==> config.mk <==
export PLATFORM = sky130hd
export DESIGN_NAME = window_scan_ctrl
export DESIGN_NICKNAME = d
export VERILOG_FILES = /design/src/rtl/wsc_pkg.sv /design/src/rtl/wsc_counter2d.sv /design/src/rtl/window_scan_ctrl.sv
export SDC_FILE = /design/constraint.sdc
export NUM_CORES = 1
export LEC_CHECK = 0
export CORE_AREA = 3 3 58 60
export CTS_CLUSTER_SIZE = 14
export DETAILED_ROUTE_END_ITERATION = 16
export DIE_AREA = 0 0 61 63
export PLACE_DENSITY = 0.83
export SLEW_MARGIN = 30
export SYNTH_ARGS = -nofsm -noshare
export SYNTH_HDL_FRONTEND = slang
export SYNTH_SLANG_ARGS = --single-unit
==> constraint.sdc <==
create_clock -name clk -period 2.85 [get_ports clk]
set_clock_uncertainty 0.15 [all_clocks]
set_input_delay 0.57 -clock clk [delete_from_list [all_inputs] [get_ports clk]]
set_output_delay 0.57 -clock clk [all_outputs]
set_load 0.005 [all_outputs]
==> src/rtl/wsc_pkg.sv <==
// Shared types and default geometry for the 3x3 window scan controller.
package wsc_pkg;

    typedef enum logic [2:0] {
        IDLE,
        WAIT_LOAD,
        SCAN,
        DRAIN,
        DONE
    } state_e;

    localparam int N_C_DEF     = 28;
    localparam int N_R_DEF     = 28;
    localparam int K_DEF       = 3;
    localparam int WIN_PER_ROW = N_C_DEF - K_DEF + 1;
    localparam int WIN_PER_COL = N_R_DEF - K_DEF + 1;
    localparam int WIN_TOTAL   = WIN_PER_ROW * WIN_PER_COL;

    function automatic int win_count(input int nc, input int nr, input int k);
        return (nc - k + 1) * (nr - k + 1);
    endfunction

endpackage

==> src/rtl/wsc_counter2d.sv <==
// Raster-order row/column counter for window top-left addresses.
module wsc_counter2d #(
    parameter int N_C    = 28,
    parameter int N_R    = 28,
    parameter int K      = 3,
    parameter int ADDR_W = 10
) (
    input  logic              clk,
    input  logic              rst,
    input  logic              inc_i,
    input  logic              clear_i,
    output logic [ADDR_W-1:0] row_o,
    output logic [ADDR_W-1:0] col_o,
    output logic              col_wrap_o,
    output logic              last_o
);

    localparam logic [ADDR_W-1:0] COL_MAX = ADDR_W'(N_C - K);
    localparam logic [ADDR_W-1:0] ROW_MAX = ADDR_W'(N_R - K);

    logic [ADDR_W-1:0] row_q, row_d;
    logic [ADDR_W-1:0] col_q, col_d;

    assign col_wrap_o = (col_q == COL_MAX);
    assign last_o     = col_wrap_o && (row_q == ROW_MAX);
    assign row_o      = row_q;
    assign col_o      = col_q;

    always_comb begin
        row_d = row_q;
        col_d = col_q;
        if (clear_i) begin
            row_d = '0;
            col_d = '0;
        end else if (inc_i) begin
            if (col_wrap_o) begin
                col_d = '0;
                // Final window wraps both axes so the next scan starts at (0,0).
                row_d = last_o ? '0 : row_q + ADDR_W'(1);
            end else begin
                col_d = col_q + ADDR_W'(1);
            end
        end
    end

    always_ff @(posedge clk or posedge rst) begin
        if (rst) begin
            row_q <= '0;
            col_q <= '0;
        end else begin
            row_q <= row_d;
            col_q <= col_d;
        end
    end

endmodule

==> src/rtl/window_scan_ctrl.sv <==
// Sliding 3x3 window scan controller: FSM, read enable and 1-cycle-latency window strobes.
// Optional abort input is compiled in with WSC_ABORT_EN.
module window_scan_ctrl
    import wsc_pkg::*;
#(
    parameter int N_C    = N_C_DEF,
    parameter int N_R    = N_R_DEF,
    parameter int K      = K_DEF,
    parameter int ADDR_W = 10
) (
    input  logic              clk,
    input  logic              rst,
`ifdef WSC_ABORT_EN
    input  logic              abort,
`endif
    input  logic              start,
    input  logic              mem_full,
    input  logic              win_ready,
    output logic              ren,
    output logic [ADDR_W-1:0] addr1,
    output logic [ADDR_W-1:0] addr2,
    output logic              win_valid,
    output logic              win_last,
    output logic              busy,
    output logic              done
);

    state_e state_q, state_d;
    logic   abort_w;
    logic   cnt_clear;
    logic   cnt_last;
    logic   cnt_col_wrap;
    logic   win_valid_q;
    logic   win_last_q;

`ifdef WSC_ABORT_EN
    assign abort_w = abort;
`else
    assign abort_w = 1'b0;
`endif

    assign ren       = (state_q == SCAN) && win_ready && !abort_w;
    assign busy      = (state_q != IDLE);
    assign done      = (state_q == DONE);
    assign win_valid = win_valid_q;
    assign win_last  = win_last_q;
    // Counter sits at (0,0) whenever not scanning, so SCAN always enters at origin.
    assign cnt_clear = (state_q != SCAN) || abort_w;

    wsc_counter2d #(
        .N_C    (N_C),
        .N_R    (N_R),
        .K      (K),
        .ADDR_W (ADDR_W)
    ) u_cnt (
        .clk        (clk),
        .rst        (rst),
        .inc_i      (ren),
        .clear_i    (cnt_clear),
        .row_o      (addr1),
        .col_o      (addr2),
        .col_wrap_o (cnt_col_wrap),
        .last_o     (cnt_last)
    );

    always_comb begin
        state_d = state_q;
        case (state_q)
            IDLE:      if (start)            state_d = WAIT_LOAD;
            WAIT_LOAD: if (mem_full)         state_d = SCAN;
            SCAN:      if (ren && cnt_last)  state_d = DRAIN;
            DRAIN:                           state_d = DONE;
            DONE:                            state_d = IDLE;
            default:                         state_d = IDLE;
        endcase
        if (abort_w) state_d = IDLE;
    end

    always_ff @(posedge clk or posedge rst) begin
        if (rst) begin
            state_q     <= IDLE;
            win_valid_q <= 1'b0;
            win_last_q  <= 1'b0;
        end else begin
            state_q     <= state_d;
            win_valid_q <= ren;
            win_last_q  <= ren && cnt_last;
        end
    end

endmodule

; ---- After elaboration in Yosys (flattened, before gate mapping)
; Cells that the tools add are included.
[word_totals]
ramBits = 0
output_inout_bits = 25
latch_bits = 0
elab_cells = 37
memories = 0
rom_bits = 0
input_bits = 5
ff_bits = 25
[classes]
div = 0
order_cmp = 0
n_mux = 11
n_reduce_logical = 9
shifts = 0
bitwise_logic = 0
n_mul = 0
n_addsub = 2
n_eq_ne = 10
[op_table]
columns = operator, n
row1 = 10-bit 2-to-1 mux, 7
row2 = "10-bit by 1-bit adder with 10-bit output, second input constant", 2
row3 = "10-bit by 5-bit == test with 1-bit output, second input constant", 2
row4 = 3-bit one-hot mux with 4 select lines, 1
row5 = 3-bit 2-to-1 mux, 3
row6 = "3-bit by 2-bit == test with 1-bit output, second input constant", 2
row7 = "2-bit != test, second input constant", 2
row8 = 2-bit nonzero test, 2
row9 = "3-bit by 1-bit == test with 1-bit output, second input constant", 1
row10 = "3-bit == test, second input constant", 1
row11 = 1-bit logical AND, 3
row12 = 3-bit logical NOT, 1
row13 = "3-bit by 2-bit != test with 1-bit output, second input constant", 1
row14 = 3-bit AND reduction, 1
row15 = 3-bit nonzero test, 1
row16 = "2-bit by 1-bit != test with 1-bit output, second input constant", 1
row17 = 2-bit AND reduction, 1

; ---- Depth between registers and ports, before layout
; Gate-level depths: netlist (run 1).
[depth]
word_depth = 6
depth_mapped = 7
ltp_nobuf = 6

; ---- By module
; From an unflattened synthesis (run 1), not the netlist that was laid out.
[unflattened]
hier_cells = 141
area_unflattened_um2 = 1413.9
[by_module_without_submodules]
columns = mod, n_inst, area_per_inst_um2, seq_area_each_um2, cells_each
row1 = wsc_counter2d, 1, 1191.1, 500.5, 121
row2 = window_scan_ctrl, 1, 222.7, 125.1, 20

; ---- Worst setup path before layout (run 1)
; OpenSTA, ideal clock, no wires.
[synth_timing]
path_kind = register -> register
start = reg u_cnt.col_q[1], in the netlist u_cnt.col_o[1]
end = reg state_q[0]
setup_time_ns = 0.078
path_buffers = 1
required_ns = 2.622
synth_period_minus_slack_ns = 2.392
slack_ns = 0.458
stages_incl_launch_ff = 8
t_arrival_ns = 2.165
path_cell_list = dfrtp_1 inv_1 ha_1 or3b_2 or3_1 buf_6 or4_1 a21oi_1
[synth_between]
elab_chain_cells = 5
[synth_lines]
columns = item, line_no
row1 = from (decl), wsc_counter2d.sv:22  ; logic [ADDR_W-1:0] col_q, col_d;
row2 = from (signal assigned), wsc_counter2d.sv:52  ; col_q <= col_d;
row3 = 10-bit by 5-bit == test with 1-bit output, wsc_counter2d.sv:24  ; assign col_wrap_o = (col_q == COL_MAX);
row4 = 1-bit logical AND, wsc_counter2d.sv:25  ; assign last_o = col_wrap_o && (row_q == ROW_MAX);
row5 = 1-bit logical AND, window_scan_ctrl.sv:71  ; SCAN: if (ren && cnt_last) state_d = DRAIN;
row6 = 2-bit by 1-bit != test with 1-bit output (no source line), --
row7 = 3-bit AND reduction (no source line), --
row8 = to (signal assigned), window_scan_ctrl.sv:85  ; state_q <= state_d;
row9 = to (decl), window_scan_ctrl.sv:28  ; state_e state_q, state_d;
; Every way passes these cells.
; A chain may end at the register's enable or synchronous reset.

; ---- Worst setup path in the final report (run 1)
[layout_timing]
start = in win_ready
end = out ren
[layout_between]
elab_chain_cells = 1
[layout_lines]
columns = item, line_no
row1 = from (decl), window_scan_ctrl.sv:18  ; input logic win_ready,
row2 = 1-bit logical AND, window_scan_ctrl.sv:42  ; assign ren = (state_q == SCAN) && win_ready && !abort_w;
row3 = to (decl), window_scan_ctrl.sv:19  ; output logic ren,
; Every way passes these cells.

==> results of run 1 <==
-- layout make-up --
type                       count  share of cell area (%)
timing repair buffer          36                    19.0
inverter                       9                    1.88
clock buffer                   4                    1.46
sequential                    25                    34.7
tap                           33                    2.29
multi-input combinational    113                    40.6
-- synth_stat cells (2+ instances only) --
cell       count  area share, %
ha_1           4            3.6
a32oi_1        3            1.9
nor2_1        12            3.2
nand3_1        6            2.1
or4_1          3            1.6
nand4b_1       2            1.2
nor4_1         3            1.3
clkbuf_1       2           0.53
nand2_1       13            3.5
a21oi_1        4            1.4
o2111ai_1      2            1.2
or2_2          2           0.89
inv_1          8            2.1
or3b_2         3            1.9
xnor2_1        6            3.7
o31ai_1        4            2.1
or3_1          5            2.2
nor3b_1        3            1.6
nand4_1        3            1.3
a22oi_1        2            1.1
o21ai_0        9            3.2
nor3_1         7            2.5
o311ai_0       2            1.2
dfrtp_1       25             44
nand2b_1       3            1.3
-- power by group through the flow --
stage	clock, µW	sequential [µW]	combinational (µW)
after global placement	0	421	218
after detailed placement	0	423	225
after global routing	180	424	243
after CTS	164	416	225
final	158	417	224
after floorplan	0	403	136
-- metal layers --
| metal | wire length, µm | up-vias | part of all wire [%] |
|---|---|---|---|
| met2 | 1730 | 38 | 50 |
| met4 | 19 | 0 | 0.55 |
| li1 | - | 638 | - |
| met5 | 0 | - | 0 |
| met1 | 1530 | 638 | 44 |
| met3 | 168 | 2 | 4.9 |
-- tightest hold or removal path: cells and delay by family --
family / cells / cell delay [ps]
buffers and inverters: 3 / 750
-- through the flow --
step,utilization (%),hold slack [ps],total power [µW]
final,60.5,427,799
after global routing,60.5,450,847
after CTS,60.5,419,805
after detailed placement,59.6,398,648
after global placement,59.6,388,639
after floorplan,-,348,539
-- flip-flops by register name (all words and copies together) (netlist names) --
name / flops
u_cnt.row_o: 10
win_last: 1
state_q: 3
u_cnt.col_o: 10
win_valid: 1
-- kinds of logic (layout without fill, tap and decap cells) --
family          count (synthesis)  after routing  synth area share, %
compound gates                 29             29                 13.9
xor+xnor                        6              6                 3.73
fa+ha+maj                       4              4                 3.55
buf+inv                        12             49                 3.73
flops                          25             25                 44.4
mux                             2              2                 1.51
simple gates                   72             72                 29.2
-- worst min path at each step --
stage	start	endpoint
finish	rst	win_last$_DFF_PP0_
global route	u_cnt.row_o[8]$_DFFE_PP0P_	u_cnt.row_o[8]$_DFFE_PP0P_
CTS	u_cnt.row_o[8]$_DFFE_PP0P_	u_cnt.row_o[8]$_DFFE_PP0P_
detailed placement	u_cnt.row_o[8]$_DFFE_PP0P_	u_cnt.row_o[8]$_DFFE_PP0P_
global placement	state_q[2]$_DFFE_PP0P_	state_q[0]$_DFFE_PP0P_
floorplan	state_q[2]$_DFFE_PP0P_	state_q[0]$_DFFE_PP0P_
==> reports/summary.txt, run 1 <==
Status: complete, no violations
Critical Path RT: 2130 ps
Worst slack at placement: 283 ps
Syn Inst Count: 150
Hold_buf cts: 0
Slew Viols, Final: 0
Cell Rows: 20
DP Cell Count: 216
Crit share post-route: 91.0%
Post-synth EDFFs: 0
Critical Path Source: win_ready
Worst Path Buf+Inv: 3
Clock sinks: 25
Avg Inst Size Synth: 9.39 µm²
Die area: 3840 µm²
First-pass GRT wire length: 5910 µm
CP Max Fanout: 3
# DRC: 0
R2R depth: 6
RSZ-0062 raised after global routing: false
Met1 usage: 25.3%
Setup crit end: ren
Rel. slew slack: 70.4%
FF+latch area: 626 µm²
GR Util met3: 3.51%
Die Y: 63 µm
Worst skew pair latency: 310 ps
Num CTS Buffers: 3
Fin Setup TNS: 0 ps
Ant diodes: 0
DP Area: 1770 µm²
Lkg Pwr: 0.000677 µW
Tmin final: 2590 ps
Final GP Congestion: 0.855
Initial core utilization: 47.3%
Initial DRC Count: 89
# H-tree levels: 1
Commonest non-fill, non-tap cells in the layout: clkdlybuf4s50_1, dfrtp_1, nand2_1, nor2_1, o21ai_0
Final wirelength: 3450 µm
CP cell instances: clkdlybuf4s50_1 -> nand4bb_1 -> inv_1 -> clkdlybuf4s50_1
Antenna violations before repair: 0
Switching pwr: 254 µW
Number of max-cap violations: 0
Pre-Repair DR Iteration Count: 4
Die outline width: 61 µm
ANT nets after route: 0
Arrival time at the worst endpoint: 1870 ps
Crit path largest cell delay: 510 ps
Crit path kind: input port to primary output
Yosys Warn Count: 0
Crit path launch type: input port
Core area: 2980 µm²
Sequential power share: 52.2%
Layout Cells excl Fill: 220
Vias/cell: 5.98
Via count: 1,316
Vias in the first global route: 1,318
Max Fclk: 0.385 GHz
Asr flop ratio synth: 100%
Resized Gates After CTS: 0
Area grow syn2layout: 27.8%
Final net count: 197
Slew of the pin with the lowest slew margin: 441 ps
Part of the Yosys area used for sequential elements: 44.4%
Clk buf depth: 2
Clock network power share: 19.7%
Clock Pin Slew Worst Setup and Hold Paths: 130 ps
Met2 Track Usage GR: 34.0%
Reg2Reg Launch Point: u_cnt.col_o[1]$_DFFE_PP0P_
Most Frequent Cell on Critical Path: clkdlybuf4s50_1
Combinational share of power: 28.1%
CTS tree: done
Crit end category: primary output
Reg-to-Reg End: state_q[0]$_DFFE_PP0P_
Number of library cell types mapped by synthesis: 39
Post-CTS Repair Setup Buffers: 0
VDD IR max: 0.308 mV
R2R Setup Slk: 260 ps
Ratio of cells with drive above 1 in the final layout: 9.09%
Post-DP HPWL: 2620 µm
Sw frac: 31.8%
Mapped Nets: 159
Port Buffer Count: 29
Clk root buf: clkbuf_4
Endpoints failing setup: 0
Top_reg_cell synth: dfrtp_1
I/O pin count: 30
GRT Max-Usage Layer: met2
Pwr/cell area: 444 nW/µm²
Worst Hold Class: input port to asynchronous set/reset pin
Seq cells post-synth: 25
Stages on the worst setup path: 4
Post-Syn Area: 1410 µm²
Design area: 1800 µm²
P_int: 545 µW
CP top delay family: buffers and inverters
Setup ws final: 255 ps
Multi-input logic area: 731 µm²
Layout filler cell count: 248
WL per Instance: 15.7 µm
Overall routing resource usage: 19.8%
Leading cell type in the layout, fill and taps excluded: clkdlybuf4s50_1
CP max stage cell: clkdlybuf4s50_1
Gr ovfl total: 0
Hold Vio Cnt, Final: 0
Largest net degree at the start of global routing: 26
Power figures use the tool's default switching activity.
==> run 2: changes to the inputs <==
CORE_AREA = 3 3 56 58   (was 3 3 58 60)
DIE_AREA = 0 0 59 61   (was 0 0 61 63)
PLACE_DENSITY = 0.88   (was 0.83)
clock period = 3 ns   (was 2.85 ns; I/O delays follow)
==> run 2 against run 1 <==
  * Combinational power shrank 9.8%
  * Via count about the same
  * First-iteration DRC count is 46% lower
  * Design area down 1.4%
  * Global-route usage up 0.86 points
  * Worst setup slack worse by 33 ps
  * Highest routed layer unchanged
==> reports/summary.txt, run 2 (synthesized netlist as in run 1, its figures left out) <==
Via count: 1,317 (was 1,316)
WL per Instance: 15.6 µm (was 15.7 µm)
Vias/cell: 6.13 (was 5.98)
Endpoints failing setup: 0 (unchanged)
Ratio of cells with drive above 1 in the final layout: 7.61% (was 9.09%)
First-pass GRT wire length: 5770 µm (was 5910 µm)
Final GP Congestion: 0.823 (was 0.855)
Tmin final: 2780 ps
CP Max Fanout: 5 (was 3)
VDD IR max: 0.354 mV (was 0.308 mV)
# DRC: 0 (unchanged)
Layout Cells excl Fill: 215 (was 220)
Largest net degree at the start of global routing: 26 (unchanged)
Clk buf depth: 2 (unchanged)
Hold_buf cts: 0 (unchanged)
Leading cell type in the layout, fill and taps excluded: clkdlybuf4s50_1 (unchanged)
CP top delay family: buffers and inverters (unchanged)
Worst Hold Class: flop to flop (was input port to asynchronous set/reset pin)
Worst Hold Path Cells: 1
Core area: 2710 µm² (was 2980 µm²)
I/O pin count: 30 (unchanged)
Clk root buf: clkbuf_4 (unchanged)
Arrival time at the worst endpoint: 2030 ps (was 1870 ps)
Initial core utilization: 52.0% (was 47.3%)
Pwr/cell area: 420 nW/µm² (was 444 nW/µm²)
Post-DP HPWL: 2460 µm (was 2620 µm)
Hold Vio Cnt, Final: 0 (unchanged)
Slew Viols, Final: 0 (unchanged)
Critical Path RT: 2250 ps (was 2130 ps)
Vias in the first global route: 1,223 (was 1,318)
Antenna violations before repair: 0 (unchanged)
RSZ-0062 raised after global routing: false (unchanged)
Lkg Pwr: 0.000662 µW (was 0.000677 µW)
Status: complete, no violations (unchanged)
Ant diodes: 0 (unchanged)
Initial DRC Count: 48 (was 89)
Die area: 3600 µm² (was 3840 µm²)
Crit share post-route: 92.6%
Die Y: 61 µm (was 63 µm)
Rel. slew slack: 43.8% (was 70.4%)
Number of max-cap violations: 0 (unchanged)
Crit end category: primary output (unchanged)
CP max stage cell: clkdlybuf4s50_1 (unchanged)
Area grow syn2layout: 26.0% (was 27.8%)
CTS tree: done (unchanged)
Num CTS Buffers: 3 (unchanged)
Stages on the worst setup path: 4 (unchanged)
Port Buffer Count: 29 (unchanged)
Worst Path Buf+Inv: 3 (unchanged)
Resized Gates After CTS: 0 (unchanged)
Crit path kind: input port to primary output (unchanged)
Die outline width: 59 µm (was 61 µm)
Clock Pin Slew Worst Setup and Hold Paths: 130 ps (about the same)
Fin Setup TNS: 0 ps (unchanged)
Crit path launch type: input port (unchanged)
Cell Rows: 19 (was 20)
DP Cell Count: 211 (was 216)
Commonest non-fill, non-tap cells in the layout: clkdlybuf4s50_1, dfrtp_1, nand2_1, nor2_1, o21ai_0 (unchanged)
Post-CTS Repair Setup Buffers: 0 (unchanged)
CP cell instances: clkdlybuf4s50_1 -> nand4bb_1 -> inv_1 -> clkdlybuf4s50_1 (unchanged)
Most Frequent Cell on Critical Path: clkdlybuf4s50_1 (unchanged)
Crit path largest cell delay: 560 ps (was 510 ps)
Pre-Repair DR Iteration Count: 4 (unchanged)
Clock sinks: 25 (unchanged)
Slew of the pin with the lowest slew margin: 835 ps (was 441 ps)
Overall routing resource usage: 20.6% (was 19.8%)
Gr ovfl total: 0 (unchanged)
Worst skew pair latency: 310 ps (about the same)
R2R depth: 6 (unchanged)
Max Fclk: 0.360 GHz
# H-tree levels: 1 (unchanged)
Final net count: 194 (was 197)
Final wirelength: 3360 µm (was 3450 µm)
ANT nets after route: 0 (unchanged)
==> run 2: cell types whose count changed in the layout (fill, tap and decap cells not counted), sizes merged <==
| cell | previous run | this run |
|---|---|---|
| buf | 7 | 4 |
==> run 2: through the flow <==
step	hold slack [ps]	util, %	instance area (µm²)	power [µW]	worst slack [ps]
2_1_floorplan	348	-	1410	512	608
3_3_place_gp	391	64.5	1750	599	297
3_5_place_dp	396	64.5	1750	603	281
4_1_cts	415	65.5	1780	749	227
5_1_grt	435	65.5	1780	788	120
6_report	418	65.5	1780	746	223
==> run 2: where the power goes <==
| part | total, µW | leakage [µW] | internal (µW) | switching (µW) |
|---|---|---|---|---|
| sequential | 396 | 0.000346 | 357 | 39.0 |
| combinational | 202 | 0.000302 | 102 | 101 |
| clock | 147 | 0.0000150 | 51.8 | 95.3 |
| total | 746 | 0.000662 | 511 | 235 |
==> run 2: path summary, 6_finish.rpt <==
path	from	end	slack [ps]
max	win_ready	ren	220
min in group asynchronous	rst	u_cnt.col_o[6]$_DFFE_PP0P_	470
min	u_cnt.row_o[8]$_DFFE_PP0P_	u_cnt.row_o[8]$_DFFE_PP0P_	420
min reg2reg	u_cnt.row_o[8]$_DFFE_PP0P_	u_cnt.row_o[8]$_DFFE_PP0P_	420
max reg2reg	u_cnt.col_o[1]$_DFFE_PP0P_	u_cnt.row_o[3]$_DFFE_PP0P_	360
max in group asynchronous	rst	u_cnt.row_o[6]$_DFFE_PP0P_	2000
==> run 2: area by class of cell <==
cell class | instances | area [µm²]
clock buffers | 4 | 26.3
fillers | 243 | 935
inverters | 9 | 33.8
multi-input cells | 113 | 731
flip-flops and latches | 25 | 626
well taps | 31 | 38.8
repair buffers | 33 | 320
==> run 2: routing by layer <==
layer / part of all wire, % / global-route usage [%] / vias to the layer above
met5: 0 / 0 / -
met4: 0.51 / 4.53 / 0
met3: 4.6 / 3.19 / 4
met2: 50 / 35.5 / 37
met1: 45 / 27.6 / 644
li1: - / - / 632
==> run 3: changes to the inputs <==
SKIP_CTS_REPAIR_TIMING = 1   (was default)
==> results of run 3 <==
Same layout as run 2: the final DEF is identical, and so are final timing and power.
